==> src/rtl/sram_frame_pkg.sv <==
// Shared framing constants and FSM state encoding for the SRAM transmit FIFO.
// Used by both the SPI-side writer and the radio-side frame reader.
package sram_frame_pkg;
  localparam int          WORD_W       = 16;
  localparam int          BYTE_W       = 8;
  localparam logic [15:0] SYNC_WORD    = 16'h2DD4;
  localparam int          HINT_TIMEOUT = 1024;

  typedef enum logic [2:0] {
    ST_IDLE,
    ST_FETCH_SYNC,
    ST_FETCH_LEN,
    ST_FETCH_DATA,
    ST_EMIT_HI,
    ST_EMIT_LO,
    ST_DONE
  } state_t;

  // Words needed to carry n bytes packed two per word.
  function automatic logic [7:0] words_for_bytes(input logic [7:0] n);
    logic [8:0] t;
    t = {1'b0, n} + 9'd1;
    return t[8:1];
  endfunction
endpackage

==> src/rtl/sram_word_fetch.sv <==
// Single-word read handshake with the SRAM FIFO: request rises the cycle after req && !empty,
// holds until hint (word valid that cycle, combinational), never re-requests on the hint cycle, aborts on timeout.
module sram_word_fetch
  import sram_frame_pkg::*;
#(
  parameter int TIMEOUT = HINT_TIMEOUT
) (
  input  logic              clk,
  input  logic              reset,
  input  logic              req,
  input  logic              sram_empty,
  input  logic              sram_hint,
  input  logic [WORD_W-1:0] sram_data,
  output logic              sram_read,
  output logic [WORD_W-1:0] word,
  output logic              word_vld,
  output logic              timeout
);
  localparam int CNT_W = $clog2(TIMEOUT);

  logic             read_q, read_d;
  logic [CNT_W-1:0] cnt_q, cnt_d;

  always_ff @(posedge clk or posedge reset) begin
    if (reset) begin
      read_q <= 1'b0;
      cnt_q  <= '0;
    end else begin
      read_q <= read_d;
      cnt_q  <= cnt_d;
    end
  end

  always_comb begin
    word_vld = read_q && sram_hint;
    timeout  = read_q && !sram_hint && (cnt_q == CNT_W'(TIMEOUT - 1));
    read_d   = 1'b0;
    cnt_d    = '0;
    if (read_q) begin
      read_d = !sram_hint && !timeout;
      if (read_d) cnt_d = cnt_q + 1'b1;
    end else begin
      read_d = req && !sram_empty;
    end
  end

  assign sram_read = read_q;
  assign word      = sram_data;
endmodule

==> src/rtl/sram_frame_reader.sv <==
// Hunts sync, validates length header and unpacks SRAM FIFO words into a byte stream.
// One word in flight at a time; the next word is fetched only after both bytes of the current one transfer.
module sram_frame_reader
  import sram_frame_pkg::*;
(
  input  logic              clk,
  input  logic              reset,
  output logic              SRAM_read,
  input  logic              SRAM_hint,
  input  logic [WORD_W-1:0] Data_from_sram,
  input  logic              SRAM_empty,
  output logic [BYTE_W-1:0] tx_data,
  output logic              tx_valid,
  input  logic              tx_ready,
  output logic              tx_sof,
  output logic              tx_eof,
  output logic [BYTE_W-1:0] frame_len,
  output logic              frame_done,
  output logic              frame_drop,
  output logic              sync_err
);
  state_t            state_q, state_d;
  logic [WORD_W-1:0] word_q, word_d;
  logic [7:0]        n_q, n_d, len_q, len_d, cnt_q, cnt_d, left_q, left_d;
  logic              first_q, first_d, skip_q, skip_d, drop_q, drop_d, serr_q, serr_d;
  logic              fetch_req, word_vld, fetch_tmo, last_byte;
  logic [WORD_W-1:0] word;

  assign fetch_req = (state_q == ST_FETCH_SYNC) || (state_q == ST_FETCH_LEN) ||
                     (state_q == ST_FETCH_DATA);
  assign last_byte = (cnt_q == len_q - 8'd1);

  sram_word_fetch u_fetch (
    .clk        (clk),
    .reset      (reset),
    .req        (fetch_req),
    .sram_empty (SRAM_empty),
    .sram_hint  (SRAM_hint),
    .sram_data  (Data_from_sram),
    .sram_read  (SRAM_read),
    .word       (word),
    .word_vld   (word_vld),
    .timeout    (fetch_tmo)
  );

  always_ff @(posedge clk or posedge reset) begin
    if (reset) begin
      state_q <= ST_IDLE;
      word_q  <= '0;
      n_q     <= '0;
      len_q   <= '0;
      cnt_q   <= '0;
      left_q  <= '0;
      first_q <= 1'b0;
      skip_q  <= 1'b0;
      drop_q  <= 1'b0;
      serr_q  <= 1'b0;
    end else begin
      state_q <= state_d;
      word_q  <= word_d;
      n_q     <= n_d;
      len_q   <= len_d;
      cnt_q   <= cnt_d;
      left_q  <= left_d;
      first_q <= first_d;
      skip_q  <= skip_d;
      drop_q  <= drop_d;
      serr_q  <= serr_d;
    end
  end

  always_comb begin
    state_d = state_q;
    word_d  = word_q;
    n_d     = n_q;
    len_d   = len_q;
    cnt_d   = cnt_q;
    left_d  = left_q;
    first_d = first_q;
    skip_d  = skip_q;
    drop_d  = 1'b0;
    serr_d  = 1'b0;
    if (fetch_req && fetch_tmo) begin
      drop_d  = 1'b1;
      state_d = ST_IDLE;
    end else begin
      unique case (state_q)
        ST_IDLE: if (!SRAM_empty) state_d = ST_FETCH_SYNC;
        ST_FETCH_SYNC: if (word_vld) begin
          if (word == SYNC_WORD) state_d = ST_FETCH_LEN;
          else begin
            serr_d  = 1'b1;
            state_d = ST_IDLE;
          end
        end
        ST_FETCH_LEN: if (word_vld) begin
          n_d = word[7:0];
          if (word[15:8] != 8'h00 || word[7:0] == 8'h00) begin
            drop_d  = 1'b1;
            state_d = ST_IDLE;
          end else begin
            left_d  = words_for_bytes(word[7:0]);
            first_d = 1'b1;
            skip_d  = 1'b0;
            state_d = ST_FETCH_DATA;
          end
        end
        ST_FETCH_DATA: if (word_vld) begin
          word_d = word;
          left_d = left_q - 8'd1;
          if (skip_q) begin
            if (left_q == 8'd1) state_d = ST_IDLE;
          end else if (first_q) begin
            first_d = 1'b0;
            // Inner length byte must agree with the header, otherwise drain the rest of the frame.
            if (word[15:8] != n_q - 8'd1) begin
              drop_d = 1'b1;
              if (left_q == 8'd1) state_d = ST_IDLE;
              else skip_d = 1'b1;
            end else if (word[15:8] == 8'h00) begin
              drop_d  = 1'b1;
              state_d = ST_IDLE;
            end else begin
              len_d   = word[15:8];
              cnt_d   = 8'd0;
              state_d = ST_EMIT_LO;
            end
          end else begin
            state_d = ST_EMIT_HI;
          end
        end
        ST_EMIT_HI: if (tx_ready) begin
          cnt_d   = cnt_q + 8'd1;
          state_d = last_byte ? ST_DONE : ST_EMIT_LO;
        end
        ST_EMIT_LO: if (tx_ready) begin
          cnt_d   = cnt_q + 8'd1;
          state_d = last_byte ? ST_DONE : ST_FETCH_DATA;
        end
        ST_DONE: state_d = ST_IDLE;
        default: state_d = ST_IDLE;
      endcase
    end
  end

  always_comb begin
    tx_valid   = (state_q == ST_EMIT_HI) || (state_q == ST_EMIT_LO);
    tx_data    = '0;
    if (state_q == ST_EMIT_HI) tx_data = word_q[15:8];
    if (state_q == ST_EMIT_LO) tx_data = word_q[7:0];
    tx_sof     = (state_q == ST_EMIT_LO) && (cnt_q == 8'd0);
    tx_eof     = tx_valid && last_byte;
    frame_len  = len_q;
    frame_done = (state_q == ST_DONE);
    frame_drop = drop_q;
    sync_err   = serr_q;
  end
endmodule
==> config.mk <==
export PLATFORM = sky130hd
export DESIGN_NAME = sram_frame_reader
export DESIGN_NICKNAME = d
export VERILOG_FILES = /design/src/rtl/sram_frame_pkg.sv /design/src/rtl/sram_word_fetch.sv /design/src/rtl/sram_frame_reader.sv
export SDC_FILE = /design/constraint.sdc
export NUM_CORES = 1
export LEC_CHECK = 0
export CORE_ASPECT_RATIO = 0.75
export CORE_MARGIN = 1.5
export CORE_UTILIZATION = 54
export DETAILED_ROUTE_END_ITERATION = 8
export DONT_BUFFER_PORTS = 1
export PLACE_DENSITY = 0.79
export RECOVER_POWER = 100
export SLEW_MARGIN = 20
export SYNTH_ARGS = -nofsm -noshare
export SYNTH_HDL_FRONTEND = slang
export SYNTH_HIERARCHICAL = 1
export SYNTH_SLANG_ARGS = --single-unit
==> constraint.sdc <==
create_clock -name clk -period 2.4 [get_ports clk]
set_input_delay 0.36 -clock clk [delete_from_list [all_inputs] [get_ports clk]]
set_output_delay 0.36 -clock clk [all_outputs]
set_load 0.02 [all_outputs]
==> impl_summary.txt, run 1 <==
----------------------------------------------------
[Die]
  Die Span Y ... just under 80 um
  Die extent in x ... between 100 and 150 um
  # rows ... 27
  Effective utilization at floorplan ... 0.558
  Core region area ... around 7300 um2
  Area of the die ... around 8000 um2
  IO Pins ... 44

[STA]
  RSZ-0062 raised after global routing ... true
  Setup violation total in the final timing report ... 1
  Post-route worst setup slack ... -0.266 ns
  Fin crit period ... between 2 and 3 ns
  Maximum achievable frequency ... approximately 380 MHz
  Post-route setup TNS ... -0.266 ns
  Final worst-path cycle share ... 1.11
  Number of slew-limit violations in the final report ... 0
  Hold Violations, Final ... 0
  Worst-Margin Slew ... ~0.97 ns
  Final Hold Slack ... 0.0924 ns
  Relative slew slack ... 0.353
  Skew final ... 0.00786 ns

[Final layout]
  Area occupied by registers ... approximately 1700 um2
  Fillers ... slightly below 600
  Antenna diode count ... 0
  Layout cells sized above 1 ... 0.209
  Final non-filler cell area ... about 4700 um2
  Count of nets after finishing ... roughly 500
  Post-Route Utilization ... 0.635
  Multi-input logic area ... 2300 um2
  Signed area change from the synthesized netlist to the final layout ... 13.8%

[Global routing]
  Combined global-route utilization of all metal layers ... 0.249
  Total overflow reported by the global router ... 0
  First-pass GRT wire length ... around 16000 um
  Vias in the first global route ... between 3000 and 4000
  Number of antenna violations at the first check in global routing ... 0
  Maximum number of pins on one net before global-route repair ... 32

[Synth]
  Mean area per synthesized cell ... around 9 um2
  Register area share after synthesis ... 0.404
  Distinct cell type count after synthesis ... 67
  Primary flip-flop cell chosen by synthesis mapping ... dfrtp_1
  Flop and latch count out of synthesis ... 66
  Share of synthesized flip-flops with an asynchronous set or reset ... 1.00
  Synthesized instance count ... 456
  Net count after synthesis ... ~500
  Number of warnings issued by yosys ... 6
  Number of enable-type register cells in the synthesized netlist ... 0
  Syn Std Cell Area ... 4090 um2

[Worst hold path]
  Start point of the worst hold path ... SRAM_empty
  Hold Crit Class ... in -> reg

[Placement]
  Minimum setup slack after placement ... -0.0365 ns
  Total cell area at the placement stage ... 4270 um2
  DP HPWL ... 7130 um
  Number of port buffers ... 0
  Placer congestion estimate ... 0.878

[Route]
  Final WL ... 10200 um
  Initial detailed-routing violation count ... roughly 270
  Detail-routed via count per cell ... around 6.1
  WL/cell ... 17.7 um
  DRC violation count after routing ... 0
  Number of search-and-repair iterations in the first detailed-routing pass ... 7
  Number of nets still failing antenna checks after routing ... 0
  Vias ... around 3500

[Clocking]
  Number of buffers created by CTS ... 9
  Clk sinks ... 66
  Clock Path Buffers ... 2
  Clock latency reported for the late side of the worst-skew pair ... 0.36 ns
  CTS H-tree depth ... 3
  Cell at the root of the clock tree ... clkbuf_8
  TritonCTS clock tree ... yes
  Clock-pin slew reported for the worst setup and hold paths after clock tree synthesis ... about 0.08 ns

[Setup path]
  Kind of cell adding the most delay to the critical path ... compound AO/OA/AOI/OAI gates
  Crit-path max FO ... 4
  Worst setup path class ... reg -> out
  Type of destination of the critical path ... output pin
  R2r startpoint ... n_q[0]$_DFFE_PP0P_
  Highest-delay cell along the critical path ... a221o_1
  CP startpoint ... frame_len[2]$_DFFE_PP0P_
  Critical path cell sequence ... nor2_2, nor4b_4, xnor2_1, a221o_1, a2111oi_4, and2_4
  Worst Path Buf+Inv ... 0
  Slowest Stage Delay on Critical Path ... approximately 0.40 ns
  Required time reported for the critical path endpoint ... about 2.0 ns
  Arrival time of the worst setup path ... roughly 2.3 ns
  Startpoint Class ... register

[Run status]
  Violations in the final reports ... negative setup slack
  Status ... finished, violations left

[Pwr]
  Leakage power figure ... roughly 2.1 nW
  Power density over the cells ... 883 nW/um2
  VDD IR max ... 0.000650 V

[Run]
  Max Cap Violations ... 0

----------------------------------------------------
-- cell type report --
cell class              instances  share of cell area
flip-flops and latches         66               0.355
clock buffers                   9              0.0266
inverters                      20              0.0161
repair buffers                 35              0.0572
clock inverters                 7              0.0253
well taps                     101              0.0271
multi-input cells             337               0.493
-- metrics by stage --
step / power [mW] / instances
3_3_place_gp: 2.72 / 553
3_5_place_dp: 2.78 / 553
5_1_grt: 4.31 / 575
4_1_cts: 3.95 / 570
2_1_floorplan: 2.51 / 456
6_report: 4.11 / 575
-- power by group --
group	internal, mW	total, mW	switching [mW]
Sequential	1.36	1.69	0.328
Combinational	0.608	1.27	0.658
Clock	0.689	1.16	0.467
Total	2.66	4.11	1.45
-- registers in the layout, summed over array words and instances, names as in the netlist --
name and count:
n_q 8, skip_q 1, sync_err 1, word_q 16, first_q 1, left_q 8, cnt_q 8, u_fetch/cnt_q 10
frame_len 8, frame_drop 1, state_q 3, u_fetch/sram_read 1
-- synthesized netlist by cell type, drive strengths merged, types with 4 or more instances --
| master | number | area [um2] |
|---|---|---|
| and3 | 8 | 55.1 |
| nand3 | 16 | 80.1 |
| a31oi | 4 | 25.0 |
| xnor2 | 16 | 140 |
| nor2 | 39 | 146 |
| a21oi | 10 | 57.6 |
| nor4b | 4 | 41.3 |
| dfrtp | 66 | 1650 |
| ha | 9 | 113 |
| nand2 | 72 | 273 |
| inv | 20 | 75.1 |
| nand2b | 4 | 25.0 |
| nor4 | 4 | 31.3 |
| o21ai | 30 | 150 |
| nor3 | 14 | 70.1 |
| mux2i | 9 | 90.1 |
| buf | 19 | 144 |
| nand4 | 6 | 43.8 |
| o211ai | 5 | 37.5 |
| xor2 | 15 | 131 |
| clkbuf | 15 | 56.3 |
| mux2 | 14 | 158 |
| and2 | 5 | 31.3 |
| or4 | 5 | 41.3 |
-- worst reg2reg max path, cell delays in order, from the launching register on --
cell and delay (ns):
dfrtp_1 0.43, or4_4 0.58, nor4_2 0.39, a211oi_4 0.09, a21oi_2 0.20, a21oi_4 0.10
or4_1 0.40, nand3_1 0.09
-- worst paths after layout --
kind	end	slack [ns]	cells after the start
worst max register to register	cnt_q[3]$_DFFE_PP0P_	0.06	7
worst min register to register	word_q[4]$_DFFE_PP0P_	0.48	2
worst min-delay path	u_fetch/sram_read$_DFF_PP0_	0.09	1
max in group asynchronous	frame_len[3]$_DFFE_PP0P_	0.40	3
worst max-delay path	tx_eof	-0.27	6
min in group asynchronous	u_fetch/cnt_q[1]$_DFF_PP0_	0.48	2
-- placed cells by master (no fill, tap or decap), types with 4 or more instances in the layout --
cell type | netlist | final
nand2_1 | 71 | 67
xor2_1 | 15 | 15
ha_1 | 9 | 7
nand4_1 | 5 | 5
dfrtp_1 | 66 | 66
inv_1 | 20 | 17
nand2_2 | 1 | 5
nand3_1 | 16 | 16
nor2_1 | 39 | 38
o211ai_1 | 5 | 5
and2_1 | 5 | 4
or4_1 | 4 | 4
and3_1 | 7 | 7
a21oi_1 | 8 | 8
nand2b_1 | 4 | 4
clkbuf_8 | 0 | 9
o21ai_0 | 28 | 27
nor3_1 | 14 | 12
mux2i_1 | 9 | 9
xnor2_1 | 16 | 16
mux2_2 | 14 | 14
buf_4 | 17 | 32
a31oi_1 | 4 | 4
-- repair_timing --
item / in CTS / in global routing
endpoints found under the setup margin: 10 / 26
hold buffers: 1 / 0
gates cloned: 0 / 1
pin swaps: 2 / 7
buffers inserted: 0 / 4
endpoints found under the hold margin: 35 / 0
gates resized for setup: 6 / 22
-- routing by layer --
| layer | GRT usage | vias to the layer above | part of all wire |
|---|---|---|---|
| li1 | - | 1615 | - |
| met1 | 0.336 | 1726 | 0.45 |
| met2 | 0.407 | 137 | 0.46 |
| met3 | 0.0615 | 17 | 0.065 |
| met4 | 0.0569 | 0 | 0.016 |
| met5 | 0 | - | 0 |
-- cell families (layout without fill, tap and decap cells) --
kind of cell	Yosys count	count (layout)	share of synthesized area
AND/OR/NAND/NOR	196	197	0.241
AO/OA/AOI/OAI	77	77	0.134
flip-flops	66	66	0.404
buffers and inverters	54	71	0.0673
XOR/XNOR	31	31	0.0663
multiplexers	23	23	0.0605
adder cells (fa/ha/maj)	9	9	0.0275
No activity file was read; power rests on OpenSTA's default activity.
==> inputs of run 2 (changes only) <==
--- a/config.mk
+++ b/config.mk
@@ -7,10 +7,10 @@
 export LEC_CHECK = 0
 export CORE_ASPECT_RATIO = 0.75
 export CORE_MARGIN = 1.5
-export CORE_UTILIZATION = 54
+export CORE_UTILIZATION = 40
 export DETAILED_ROUTE_END_ITERATION = 8
 export DONT_BUFFER_PORTS = 1
-export PLACE_DENSITY = 0.79
+export PLACE_DENSITY = 0.63
 export RECOVER_POWER = 100
 export SLEW_MARGIN = 20
 export SYNTH_ARGS = -nofsm -noshare
==> impl_summary.txt, run 2 (synthesis results as in run 1) <==
----------------------------------------------------
[Die]
  Die Span Y ... 90.6 um (+16%)
  Core region area ... 9810 um2 (+34%)
  IO Pins ... 44 (unchanged)
  # rows ... 31 (+15%)
  Effective utilization at floorplan ... 0.417 (-0.141)
  Die extent in x ... 120 um (+16%)
  Area of the die ... 10900 um2 (+34%)

[Final layout]
  Largest register by flop count ... word_q
  Post-Route Utilization ... 0.498 (-0.137)
  Final non-filler cell area ... 4890 um2 (+4.9%)
  Signed area change from the synthesized netlist to the final layout ... 19.4%
  Area occupied by registers ... 1660 um2 (+0.23%)
  Fillers ... 900 (+55%)
  Count of nets after finishing ... 507 (+1.6%)
  Layout cells sized above 1 ... 0.229 (+0.0198)
  Antenna diode count ... 0 (unchanged)
  Leading registers by flop count ... word_q x16, u_fetch/cnt_q x10
  Multi-input logic area ... 2340 um2 (+1.7%)
  Commonest non-fill, non-tap cells in the layout ... nand2_1 (69), dfrtp_1 (63), buf_4 (38)
  Most frequent standard cell in the layout excluding fill and tap cells ... nand2_1
  Flip-flop count of the largest register, all copies and words added ... 16 (unchanged)

[STA]
  Worst-Margin Slew ... 1.23 ns (+0.261 ns)
  Skew final ... 0.00453 ns (-0.00332 ns)
  Relative slew slack ... 0.180 (-0.173)
  Post-route setup TNS ... -0.277 ns (-0.0117 ns)
  RSZ-0062 raised after global routing ... true
  Setup violation total in the final timing report ... 1 (unchanged)
  Final worst-path cycle share ... 1.12 (+0.00490)
  Maximum achievable frequency ... 374 MHz (-0.44%)
  Fin crit period ... 2.68 ns (+0.0117 ns)
  Hold Violations, Final ... 0 (unchanged)
  Final Hold Slack ... 0.128 ns (+0.0352 ns)
  Number of slew-limit violations in the final report ... 0 (unchanged)
  Post-route worst setup slack ... -0.277 ns (-0.0117 ns)

[Global routing]
  Maximum number of pins on one net before global-route repair ... 49 (+53%)
  Vias in the first global route ... 3225 (-0.031%)
  First-pass GRT wire length ... 16800 um (+4.4%)
  Total overflow reported by the global router ... 0 (unchanged)
  Number of antenna violations at the first check in global routing ... 0 (unchanged)
  Combined global-route utilization of all metal layers ... 0.193 (-0.0555)

[Setup path]
  Required time reported for the critical path endpoint ... 2.04 ns (about the same)
  Slowest Stage Delay on Critical Path ... 0.46 ns (+0.06 ns)
  Number of cell instances on the worst register-to-register path ... 9 (+2)
  Arrival time of the worst setup path ... 2.32 ns (about the same)
  Critical path depth ... 8 (+2)
  Worst setup path class ... reg -> out
  Crit-path max FO ... 5 (+1)
  Slack of the worst reg-to-reg path ... 0.03 ns (-0.03 ns)
  Endpoint of the lowest-slack register-to-register path ... frame_len[0]$_DFFE_PP0P_
  Worst Path Buf+Inv ... 1 (+1)
  Highest-delay cell along the critical path ... a2111oi_4
  Startpoint Class ... register
  Kind of cell adding the most delay to the critical path ... compound AO/OA/AOI/OAI gates
  Critical path cell sequence ... inv_1, ha_1, and3_1, nor3_1, a211oi_1, a41oi_1, a2111oi_4, and2_4
  R2r startpoint ... n_q[0]$_DFFE_PP0P_
  Type of destination of the critical path ... output pin

[Pwr]
  VDD IR max ... 0.000555 V (-15%)
  Leakage power figure ... 2.19 nW (+4.5%)
  Power Total ... 4.45 mW (+8.3%)
  Power density over the cells ... 911 nW/um2 (+3.2%)

[Placement]
  Number of port buffers ... 0 (unchanged)
  Total cell area at the placement stage ... 4360 um2 (+2.0%)
  Placer congestion estimate ... 0.871 (-0.81%)
  DP HPWL ... 7330 um (+2.7%)

[Clocking]
  CTS H-tree depth ... 3 (unchanged)
  Clock latency reported for the late side of the worst-skew pair ... 0.32 ns (-0.04 ns)
  Cell at the root of the clock tree ... clkbuf_16
  Clock Path Buffers ... 2 (unchanged)
  Number of buffers created by CTS ... 9 (unchanged)
  TritonCTS clock tree ... yes
  Clock-pin slew reported for the worst setup and hold paths after clock tree synthesis ... 0.05 ns (-0.03 ns)
  Clk sinks ... 66 (unchanged)

[Worst hold path]
  Hold path depth ... 1 (unchanged)
  Hold Crit Class ... in -> reg
  End point of the worst hold path ... u_fetch/sram_read$_DFF_PP0_
  Start point of the worst hold path ... SRAM_empty

[Route]
  Vias ... 3399 (-2.7%)
  Detail-routed via count per cell ... 5.54 (-8.8%)
  Number of search-and-repair iterations in the first detailed-routing pass ... 5 (-2)
  Initial detailed-routing violation count ... 272 (+2.3%)
  Final WL ... 10300 um (+1.2%)
  DRC violation count after routing ... 0 (unchanged)
  WL/cell ... 16.8 um (-5.1%)
  Number of nets still failing antenna checks after routing ... 0 (unchanged)

[Run status]
  Status ... finished, violations left
  Violations in the final reports ... negative setup slack

[Run]
  Max Cap Violations ... 0 (unchanged)

----------------------------------------------------
[run 2: layout make-up]
type                    instances  share of cell area
multi-input cells             337               0.478
flip-flops and latches         66               0.339
repair buffers                 43              0.0684
clock buffers                  13              0.0533
well taps                     132              0.0338
inverters                      20              0.0154
clock inverters                 2              0.0123
[run 2: power breakdown]
group / internal, mW / leakage, nW / switching (mW) / total [mW]
Combinational: 0.657 / 1.16 / 0.717 / 1.37
Sequential: 1.37 / 0.874 / 0.302 / 1.67
Clock: 0.961 / 0.156 / 0.449 / 1.41
Total: 2.99 / 2.19 / 1.47 / 4.45
[run 2: repair_timing]
action / CTS / global route
resized for setup: 8 / 30
setup buffers: 0 / 6
hold buffers: 1 / 0
pin swaps: 0 / 15
cloned: 1 / 0
endpoints found under the setup margin: 9 / 28
endpoints found under the hold margin: 18 / 0
[run 2: routing by layer]
| metal | vias up | part of all wire | wire length [um] | global-route usage |
|---|---|---|---|---|
| met1 | 1665 | 0.48 | 4920 | 0.284 |
| met5 | - | 0 | 0 | 0 |
| met3 | 12 | 0.069 | 713 | 0.0549 |
| met4 | 0 | 0.0091 | 94 | 0.0437 |
| li1 | 1622 | - | - | - |
| met2 | 100 | 0.44 | 4550 | 0.281 |
[run 2: metrics by stage]
step                cells  worst slack, ns
global route          613           -0.371
floorplan             456           0.0143
CTS                   607           -0.261
global placement      590           0.0488
finish                613           -0.277
detailed placement    590          -0.0348
[run 2: worst max-delay path by stage]
stage                        startpoint                  endpoint  slack (ns)
2_1_floorplan  frame_len[2]$_DFFE_PP0P_                    tx_eof        0.01
3_3_place_gp         n_q[0]$_DFFE_PP0P_  frame_len[6]$_DFFE_PP0P_        0.05
3_5_place_dp         n_q[0]$_DFFE_PP0P_  frame_len[3]$_DFFE_PP0P_       -0.03
4_1_cts        frame_len[2]$_DFFE_PP0P_                    tx_eof       -0.26
5_1_grt        frame_len[2]$_DFFE_PP0P_                    tx_eof       -0.37
6_report       frame_len[0]$_DFFE_PP0P_                    tx_eof       -0.28
